==> config.mk <==
export PLATFORM = sky130hd
export DESIGN_NAME = regfile_wb_sched
export DESIGN_NICKNAME = d
export VERILOG_FILES = /design/src/rtl/riscv_pkg.sv /design/src/rtl/regfile_wb_sched_scoreboard.sv /design/src/rtl/regfile_wb_sched.sv
export SDC_FILE = /design/constraint.sdc
export NUM_CORES = 1
export LEC_CHECK = 0
export ABC_AREA = 0
export CORE_MARGIN = 2
export CORE_UTILIZATION = 37
export CTS_CLUSTER_DIAMETER = 150
export DETAILED_ROUTE_END_ITERATION = 8
export GPL_TIMING_DRIVEN = 1
export PLACE_DENSITY_LB_ADDON = 0.2
export SLEW_MARGIN = 0
export SYNTH_ARGS = -nofsm -noshare
export SYNTH_HDL_FRONTEND = slang
export SYNTH_SLANG_ARGS = --single-unit
==> constraint.sdc <==
create_clock -name clk -period 2 [get_ports clk]
set_input_delay 0.4 -clock clk [delete_from_list [all_inputs] [get_ports clk]]
set_output_delay 0.4 -clock clk [all_outputs]
set_load 0.005 [all_outputs]
==> src/rtl/riscv_pkg.sv <==
// Shared RISC-V core definitions: register file geometry and write-back scheduler enums.
package riscv_pkg;

  localparam int XLEN       = 32;
  localparam int REG_ADDR_W = 5;
  localparam int NUM_REGS   = 32;

  typedef enum logic [1:0] {WB_SRC_NONE, WB_SRC_PIPE, WB_SRC_LL} wb_src_e;
  typedef enum logic {HOLD_IDLE, HOLD_ACTIVE} hold_state_e;

endpackage

==> src/rtl/regfile_wb_sched_scoreboard.sv <==
// reg_scoreboard: pending bit per architectural register for in-flight long-latency ops.
// x0 can never be pending; a set and a clear of the same register in one cycle leaves it pending.
module reg_scoreboard
  import riscv_pkg::*;
(
  input  logic                  clk,
  input  logic                  rst,
  input  logic                  set_en,
  input  logic [REG_ADDR_W-1:0] set_idx,
  input  logic                  clr_en,
  input  logic [REG_ADDR_W-1:0] clr_idx,
  input  logic [REG_ADDR_W-1:0] lk_a_idx,
  input  logic [REG_ADDR_W-1:0] lk_b_idx,
  input  logic [REG_ADDR_W-1:0] lk_c_idx,
  output logic                  lk_a_hit,
  output logic                  lk_b_hit,
  output logic                  lk_c_hit
);

  logic [NUM_REGS-1:1] pending_q;
  logic [NUM_REGS-1:0] pending;

  // Set is checked before clear so a freshly issued op keeps its register pending.
  always_ff @(posedge clk) begin
    if (rst) begin
      pending_q <= '0;
    end else begin
      for (int i = 1; i < NUM_REGS; i++) begin
        if (set_en && set_idx == REG_ADDR_W'(i)) begin
          pending_q[i] <= 1'b1;
        end else if (clr_en && clr_idx == REG_ADDR_W'(i)) begin
          pending_q[i] <= 1'b0;
        end
      end
    end
  end

  assign pending  = {pending_q, 1'b0};
  assign lk_a_hit = pending[lk_a_idx];
  assign lk_b_hit = pending[lk_b_idx];
  assign lk_c_hit = pending[lk_c_idx];

endmodule

==> src/rtl/regfile_wb_sched.sv <==
// Register file write-port scheduler: pipeline WB has priority, LLU results fill idle slots.
// Define REGFILE_WB_PERF_EN to build the saturating perf_conflict counter.
module regfile_wb_sched
  import riscv_pkg::*;
#(
  parameter int STARVE_LIMIT = 4,
  parameter int CNT_W        = 16
) (
  input  logic                  clk,
  input  logic                  rst,
  input  logic                  pipe_wb_valid,
  input  logic [REG_ADDR_W-1:0] pipe_wb_rd,
  input  logic [XLEN-1:0]       pipe_wb_data,
  input  logic                  ll_issue_valid,
  input  logic [REG_ADDR_W-1:0] ll_issue_rd,
  input  logic                  ll_wb_valid,
  output logic                  ll_wb_ready,
  input  logic [REG_ADDR_W-1:0] ll_wb_rd,
  input  logic [XLEN-1:0]       ll_wb_data,
  output logic                  rf_we,
  output logic [REG_ADDR_W-1:0] rf_rd,
  output logic [XLEN-1:0]       rf_wdata,
  input  logic [REG_ADDR_W-1:0] chk_rs1,
  input  logic [REG_ADDR_W-1:0] chk_rs2,
  input  logic [REG_ADDR_W-1:0] chk_rd,
  output logic                  sb_hazard,
  output logic                  pipe_hold,
  output logic [CNT_W-1:0]      perf_conflict
);

  localparam logic [3:0] LIMIT = 4'(STARVE_LIMIT);

  logic        pipe_write;
  logic        ll_hs;
  wb_src_e     wb_src;
  logic [3:0]  starve_cnt;
  hold_state_e state_q, state_d;
  logic        hit_rs1, hit_rs2, hit_rd;

  // A pipeline write to x0 is a bubble, so the LLU may take the port that cycle.
  assign pipe_write  = pipe_wb_valid && (pipe_wb_rd != '0) && !rst;
  assign ll_hs       = ll_wb_valid && !pipe_write && !rst;
  assign ll_wb_ready = ll_hs;

  always_comb begin
    wb_src = WB_SRC_NONE;
    if (pipe_write) begin
      wb_src = WB_SRC_PIPE;
    end else if (ll_hs) begin
      wb_src = WB_SRC_LL;
    end
  end

  // An LLU result for x0 still completes its handshake but never writes.
  always_comb begin
    rf_we    = 1'b0;
    rf_rd    = '0;
    rf_wdata = '0;
    case (wb_src)
      WB_SRC_PIPE: begin
        rf_we    = 1'b1;
        rf_rd    = pipe_wb_rd;
        rf_wdata = pipe_wb_data;
      end
      WB_SRC_LL: begin
        rf_we    = (ll_wb_rd != '0);
        rf_rd    = ll_wb_rd;
        rf_wdata = ll_wb_data;
      end
      default: ;
    endcase
  end

  reg_scoreboard u_scoreboard (
    .clk      (clk),
    .rst      (rst),
    .set_en   (ll_issue_valid),
    .set_idx  (ll_issue_rd),
    .clr_en   (ll_hs),
    .clr_idx  (ll_wb_rd),
    .lk_a_idx (chk_rs1),
    .lk_b_idx (chk_rs2),
    .lk_c_idx (chk_rd),
    .lk_a_hit (hit_rs1),
    .lk_b_hit (hit_rs2),
    .lk_c_hit (hit_rd)
  );

  assign sb_hazard = hit_rs1 | hit_rs2 | hit_rd;

  always_ff @(posedge clk) begin
    if (rst || ll_hs) begin
      starve_cnt <= 4'd0;
    end else if (ll_wb_valid && starve_cnt != LIMIT) begin
      starve_cnt <= starve_cnt + 4'd1;
    end
  end

  always_ff @(posedge clk) begin
    if (rst) begin
      state_q <= HOLD_IDLE;
    end else begin
      state_q <= state_d;
    end
  end

  // Hold is only raised if the starved result is still waiting this cycle.
  always_comb begin
    state_d = state_q;
    case (state_q)
      HOLD_IDLE:   if (starve_cnt == LIMIT && !ll_hs) state_d = HOLD_ACTIVE;
      HOLD_ACTIVE: if (ll_hs) state_d = HOLD_IDLE;
      default:     state_d = HOLD_IDLE;
    endcase
  end

  assign pipe_hold = (state_q == HOLD_ACTIVE);

`ifdef REGFILE_WB_PERF_EN
  logic [CNT_W-1:0] perf_q;

  always_ff @(posedge clk) begin
    if (rst) begin
      perf_q <= '0;
    end else if (ll_wb_valid && pipe_write && perf_q != '1) begin
      perf_q <= perf_q + CNT_W'(1);
    end
  end

  assign perf_conflict = perf_q;
`else
  assign perf_conflict = '0;
`endif

endmodule

=== After elaboration in Yosys (flattened, before gate mapping) ===
Index checks and enable logic that the tools add are counted.

* Flip-flop bits (word level): 36
* Input bits: 99
* Output and inout bits: 57
* Logic and storage cells: 287

* Add/sub/neg operators: 1
* Magnitude comparators: 3
* Eq/ne operators: 66
* Mux-type cells: 76
* Bitwise operators: 3
* Reduce and logical (&&, ||, !) cells: 105

{| class="wikitable"
|+ Operators by type and width
! kind !! number
|-
| == test 5 bit (second input constant) || 32
|-
| == test 5 x 4 -> 1 bit (second input constant) || 16
|-
| logical AND 1 bit || 68
|-
| two-way mux 1 bit || 67
|-
| one-hot mux 32 bit (2 select lines) || 1
|-
| nonzero test 2 bit || 31
|-
| == test 5 x 3 -> 1 bit (second input constant) || 8
|-
| == test 5 x 2 -> 1 bit (second input constant) || 4
|-
| less-than comparator 5 x 6 -> 1 bit (second input constant) || 3
|-
| binary-select mux 1 bit (select 5 bit) || 3
|-
| == test 5 x 1 -> 1 bit (second input constant) || 2
|-
| one-hot mux 5 bit (2 select lines) || 1
|-
| nonzero test 5 bit || 2
|-
| adder 4 x 1 -> 4 bit (second input constant) || 1
|-
| == test 4 x 3 -> 1 bit (second input constant) || 1
|-
| two-way mux 2 bit || 2
|-
| inequality test 4 x 3 -> 1 bit (second input constant) || 1
|-
| one-hot mux 1 bit (2 select lines) || 2
|-
| zero test 1 bit || 3
|-
| == test 2 x 1 -> 1 bit (second input constant) || 1
|-
| == test 2 bit (second input constant) || 1
|-
| bitwise OR 1 bit || 2
|-
| logical OR 1 bit || 1
|-
| NOT 1 bit || 1
|}

=== Longest topological paths before layout ===
* Depth after elaboration: 10
* Depth in mapped cells: 8
* Gate-level depth less buffers: 7

=== By module ===
Synthesis repeated with hierarchy kept, for this count alone.

* Cell total of the unflattened synthesis: 423
* Area, all modules: 3473.3 um^2

{| class="wikitable"
|+ By module, submodules not included
! module !! instances !! cells each !! area an instance (um^2) !! sequential area each (um^2)
|-
| reg_scoreboard || 1 || 236 || 2177.1 || 620.6
|-
| regfile_wb_sched || 1 || 187 || 1296.2 || 100.1
|}

=== Worst setup path after synthesis ===
Ideal clock, no wire load.

* Path type: input to output
* Start: input port pipe_wb_rd[2]
* End: output port rf_rd[0]
* Arrival time: 1713 ps
* Data required time: 1600 ps
* Path slack: -113 ps
* Stages on the path: 6
* Buffers on the path: 2
* Cells stage by stage: or4_4 -> o21ai_4 -> and2_4 -> buf_6 -> buf_6 -> a22o_1

* Cells in the longest elaborated chain, start to end: 10
* Elaborated cells between the ends (all ways): 11
* Classes of those cells: 2 x eq/ne; 3 x mux; 6 x reduce/logical

{| class="wikitable"
|+ RTL lines
! item !! RTL line !! text
|-
| start, declared || regfile_wb_sched.sv:12 || <nowiki>input logic [REG_ADDR_W-1:0] pipe_wb_rd,</nowiki>
|-
| nonzero test 5 bit * || regfile_wb_sched.sv:41 || <nowiki>assign pipe_write = pipe_wb_valid && (pipe_wb_rd != '0) && !rst;</nowiki>
|-
| logical AND 1 bit * (2 in a row) || regfile_wb_sched.sv:41 ||
|-
| zero test 1 bit || regfile_wb_sched.sv:42 || <nowiki>assign ll_hs = ll_wb_valid && !pipe_write && !rst;</nowiki>
|-
| logical AND 1 bit (2 in a row) || regfile_wb_sched.sv:42 ||
|-
| two-way mux 2 bit || regfile_wb_sched.sv:49 || <nowiki>end else if (ll_hs) begin</nowiki>
|-
| two-way mux 2 bit * || regfile_wb_sched.sv:47 || <nowiki>if (pipe_write) begin</nowiki>
|-
| == test 2 bit / == test 2 x 1 -> 1 bit (equally long branches) || regfile_wb_sched.sv:59 || <nowiki>case (wb_src)</nowiki>
|-
| one-hot mux 5 bit (2 select lines) * || regfile_wb_sched.sv:59 ||
|-
| end, declared || regfile_wb_sched.sv:21 || <nowiki>output logic [REG_ADDR_W-1:0] rf_rd,</nowiki>
|}

Every way passes the cells marked *; elsewhere a longest branch is shown, timed or not.

=== Worst setup path after layout ===
* Start: input port pipe_wb_rd[1]
* End: output port rf_wdata[5]

* Cells in the longest elaborated chain, start to end: 10
* Elaborated cells between the ends (all ways): 11
* Classes of those cells: 2 x eq/ne; 3 x mux; 6 x reduce/logical

{| class="wikitable"
|+ RTL lines
! item !! RTL line !! text
|-
| nonzero test 5 bit * || regfile_wb_sched.sv:41 ||
|-
| logical AND 1 bit * (2 in a row) || regfile_wb_sched.sv:41 ||
|-
| zero test 1 bit || regfile_wb_sched.sv:42 ||
|-
| logical AND 1 bit (2 in a row) || regfile_wb_sched.sv:42 ||
|-
| two-way mux 2 bit || regfile_wb_sched.sv:49 ||
|-
| two-way mux 2 bit * || regfile_wb_sched.sv:47 ||
|-
| == test 2 bit / == test 2 x 1 -> 1 bit (equally long branches) || regfile_wb_sched.sv:59 ||
|-
| one-hot mux 32 bit (2 select lines) * || regfile_wb_sched.sv:59 ||
|-
| end, declared || regfile_wb_sched.sv:22 || <nowiki>output logic [XLEN-1:0] rf_wdata,</nowiki>
|}

Marks and branches as above.

==> metrics.txt <==
status finished with violations; failing checks negative setup slack; WP data arrival 1.92 ns; Switching Fraction 0.287; CTS Sinks 36; hold depth 2; Finished Layout Cells 697; vias 3879; Hold Crit Class reg2reg; first-pass GRT wire length 18.6 mm; top cells by area, synth dfxtp_1 (23%), a22o_1 (10%), mux4_2 (9.3%), nor2_1 (5.1%), nand3_1 (4.1%); total grt overflow 0; Final setup violation count 40; R2R depth 7; initial antenna violation count 0; Pwr Density 382 mW/mm²; Area after DPL 0.00512 mm²; syn avg cell area 8.30 µm²; drt wl/cell 17.3 µm; CP Class in2out; critical path required time 1.60 ns; Leakage 2.23 nW; # rows 33; post-synthesis cell area 0.00316 mm²; Nets 692; Int Pwr 1.44 mW; Main synth FF type dfxtp_1; worst clock skew 0.000359 ns; worst setup slack after layout -0.316 ns; ys async rst share 0; H-tree depth 2; Via-to-Cell Ratio 5.57; drt first pass iters 6; DIE WIDTH 96.4 µm; EDFF count, synth 0; Fmax 432 MHz; most frequent cells in the layout clkdlybuf4s50_1 (83), buf_4 (78), nor2_1 (42); GRT Util Overall 0.261; fin. max-slew vios 0; DRT iter0 DRCs 264; synth warn 0; Cell variety after synth 52; number of global-route vias before repair 3813; Psw 578 µW; critical path peak fanout 13; Yosys top cell by area dfxtp_1; clk_lat worst skew 0.29 ns; Critical Path Start Type primary input; Clock power frac 0.273; Min-Delay Startpoint pipe_hold$_SDFF_PP0_; period utilisation layout 1.16; Starting Density 0.382; min Tclk post-route 2.32 ns; Residual DRC 0; gp weighted congestion 0.930; Final ANT Viol Nets 0; Clock transition at path regs 0.08 ns; CTS root buf clkbuf_8; post-synthesis register bit count 36; Final Hold Viols 0; I/O Buffers 139; Antenna diodes 0; Core Area 0.00826 mm²; maximum VDD drop 0.000227 V; synthesized instance count 380; dpl cells 674; Die Y 96.4 µm; register area share after synthesis 0.228; Routed WL 12.1 mm; area grow syn2layout 67.2%; HPWL after DPL 9.38 mm; design area 0.00528 mm²; layout cells sized above 1 0.333; Post-CTS Hold Fix Bufs 0; TritonCTS Buffers 5; DP Worst Slack -1.00 ns; logic gate share of total power 0.361; RSZ-0062 raised after global routing yes; Layout Utilization 0.639; CP startpoint pipe_wb_rd[1]; max-cap viol count 0; register share of total power 0.366; r2r startpoint starve_cnt[0]$_SDFFE_PP0P_; commonest non-fill, non-tap cell in the layout clkdlybuf4s50_1; Top Ports 156; share of the synthesized area in the top cell type 0.228; Setup crit end kind primary output; CTS tree built; R2R setup slack 0.61 ns; largest net degree at the start of global routing 32; CTS max path bufs 2; Die ar. 0.00928 mm²
[area by class of cell]
class / instances / area (µm²)
Clock buffer: 7 / 86.3
Multi-Input combinational cell: 303 / 2240
Inverter: 8 / 30.0
Sequential cell: 36 / 721
Tap cell: 105 / 131
Timing Repair Buffer: 237 / 2060
Fill cell: 720 / 2980
Clock inverter: 1 / 7.51
[worst max-delay path, stage by stage]
cell	delay (ns)
buf_6	0.09
or4_4	0.55
buf_4	0.15
o21a_4	0.23
buf_12	0.15
a22o_1	0.20
buf_2	0.13
[power groups by stage]
stage,registers (mW),clock network [mW],logic (mW)
after floorplan,0.750,0,0.289
after global placement,0.753,0,0.717
after detailed placement,0.754,0,0.727
after CTS,0.737,0.553,0.705
after global routing,0.739,0.584,0.779
final,0.738,0.550,0.727
[final timing paths]
kind / endpoint
min: pipe_hold$_SDFF_PP0_
max: rf_wdata[5]
min reg2reg: pipe_hold$_SDFF_PP0_
max reg2reg: starve_cnt[3]$_SDFFE_PP0P_
[state kept, by name, indices dropped and copies added (netlist names)]
register / count
pipe_hold: 1
starve_cnt: 4
u_scoreboard.pending_q: 31
[per-stage QoR]
step | hold slack [ns] | TNS (ns) | power, mW
after floorplan | 0.442 | -2.93 | 1.04
after global placement | 0.434 | -49.62 | 1.47
after detailed placement | 0.442 | -50.99 | 1.48
after CTS | 0.459 | -10.91 | 2.00
after global routing | 0.494 | -11.67 | 2.10
final | 0.457 | -10.66 | 2.01
[cells by family after synthesis]
family	count (synthesis)	share of synthesized area
compound gates	108	0.255
mux	31	0.154
fa+ha+maj	2	0.00793
other cells	1	0.00119
simple gates	143	0.247
flops	36	0.228
buf+inv	56	0.0991
xor+xnor	3	0.00833
[metal layers]
metal	track usage	vias up	wire length (µm)
li1	-	1834	-
met1	0.289	1826	4700
met3	0.0587	35	923
met5	0	-	0
met2	0.486	184	6070
met4	0.0927	0	384
[Yosys cell counts, drive strengths merged (3+ instances only)]
cell / n
mux2: 10
nand2b: 4
a22o: 36
a21oi: 19
inv: 8
o2111ai: 3
nand4b: 4
a221oi: 3
nor2: 43
a22oi: 14
o21ai: 17
mux4: 13
and3: 3
nor2b: 12
nand3b: 4
nand2: 21
nand3: 27
dfxtp: 36
a2111oi: 4
nor3b: 3
buf: 28
or4b: 4
clkbuf: 20
nand4: 3
or4bb: 4
mux2i: 8
[timing repair]
action                                  4_1_cts  5_1_grt
endpoints found under the setup margin       59       47
gates resized for setup                     215       25
pin swaps                                    36       19
cloned                                        2        3
buffers inserted                             11        5
No activity file was read; power rests on OpenSTA's default activity.
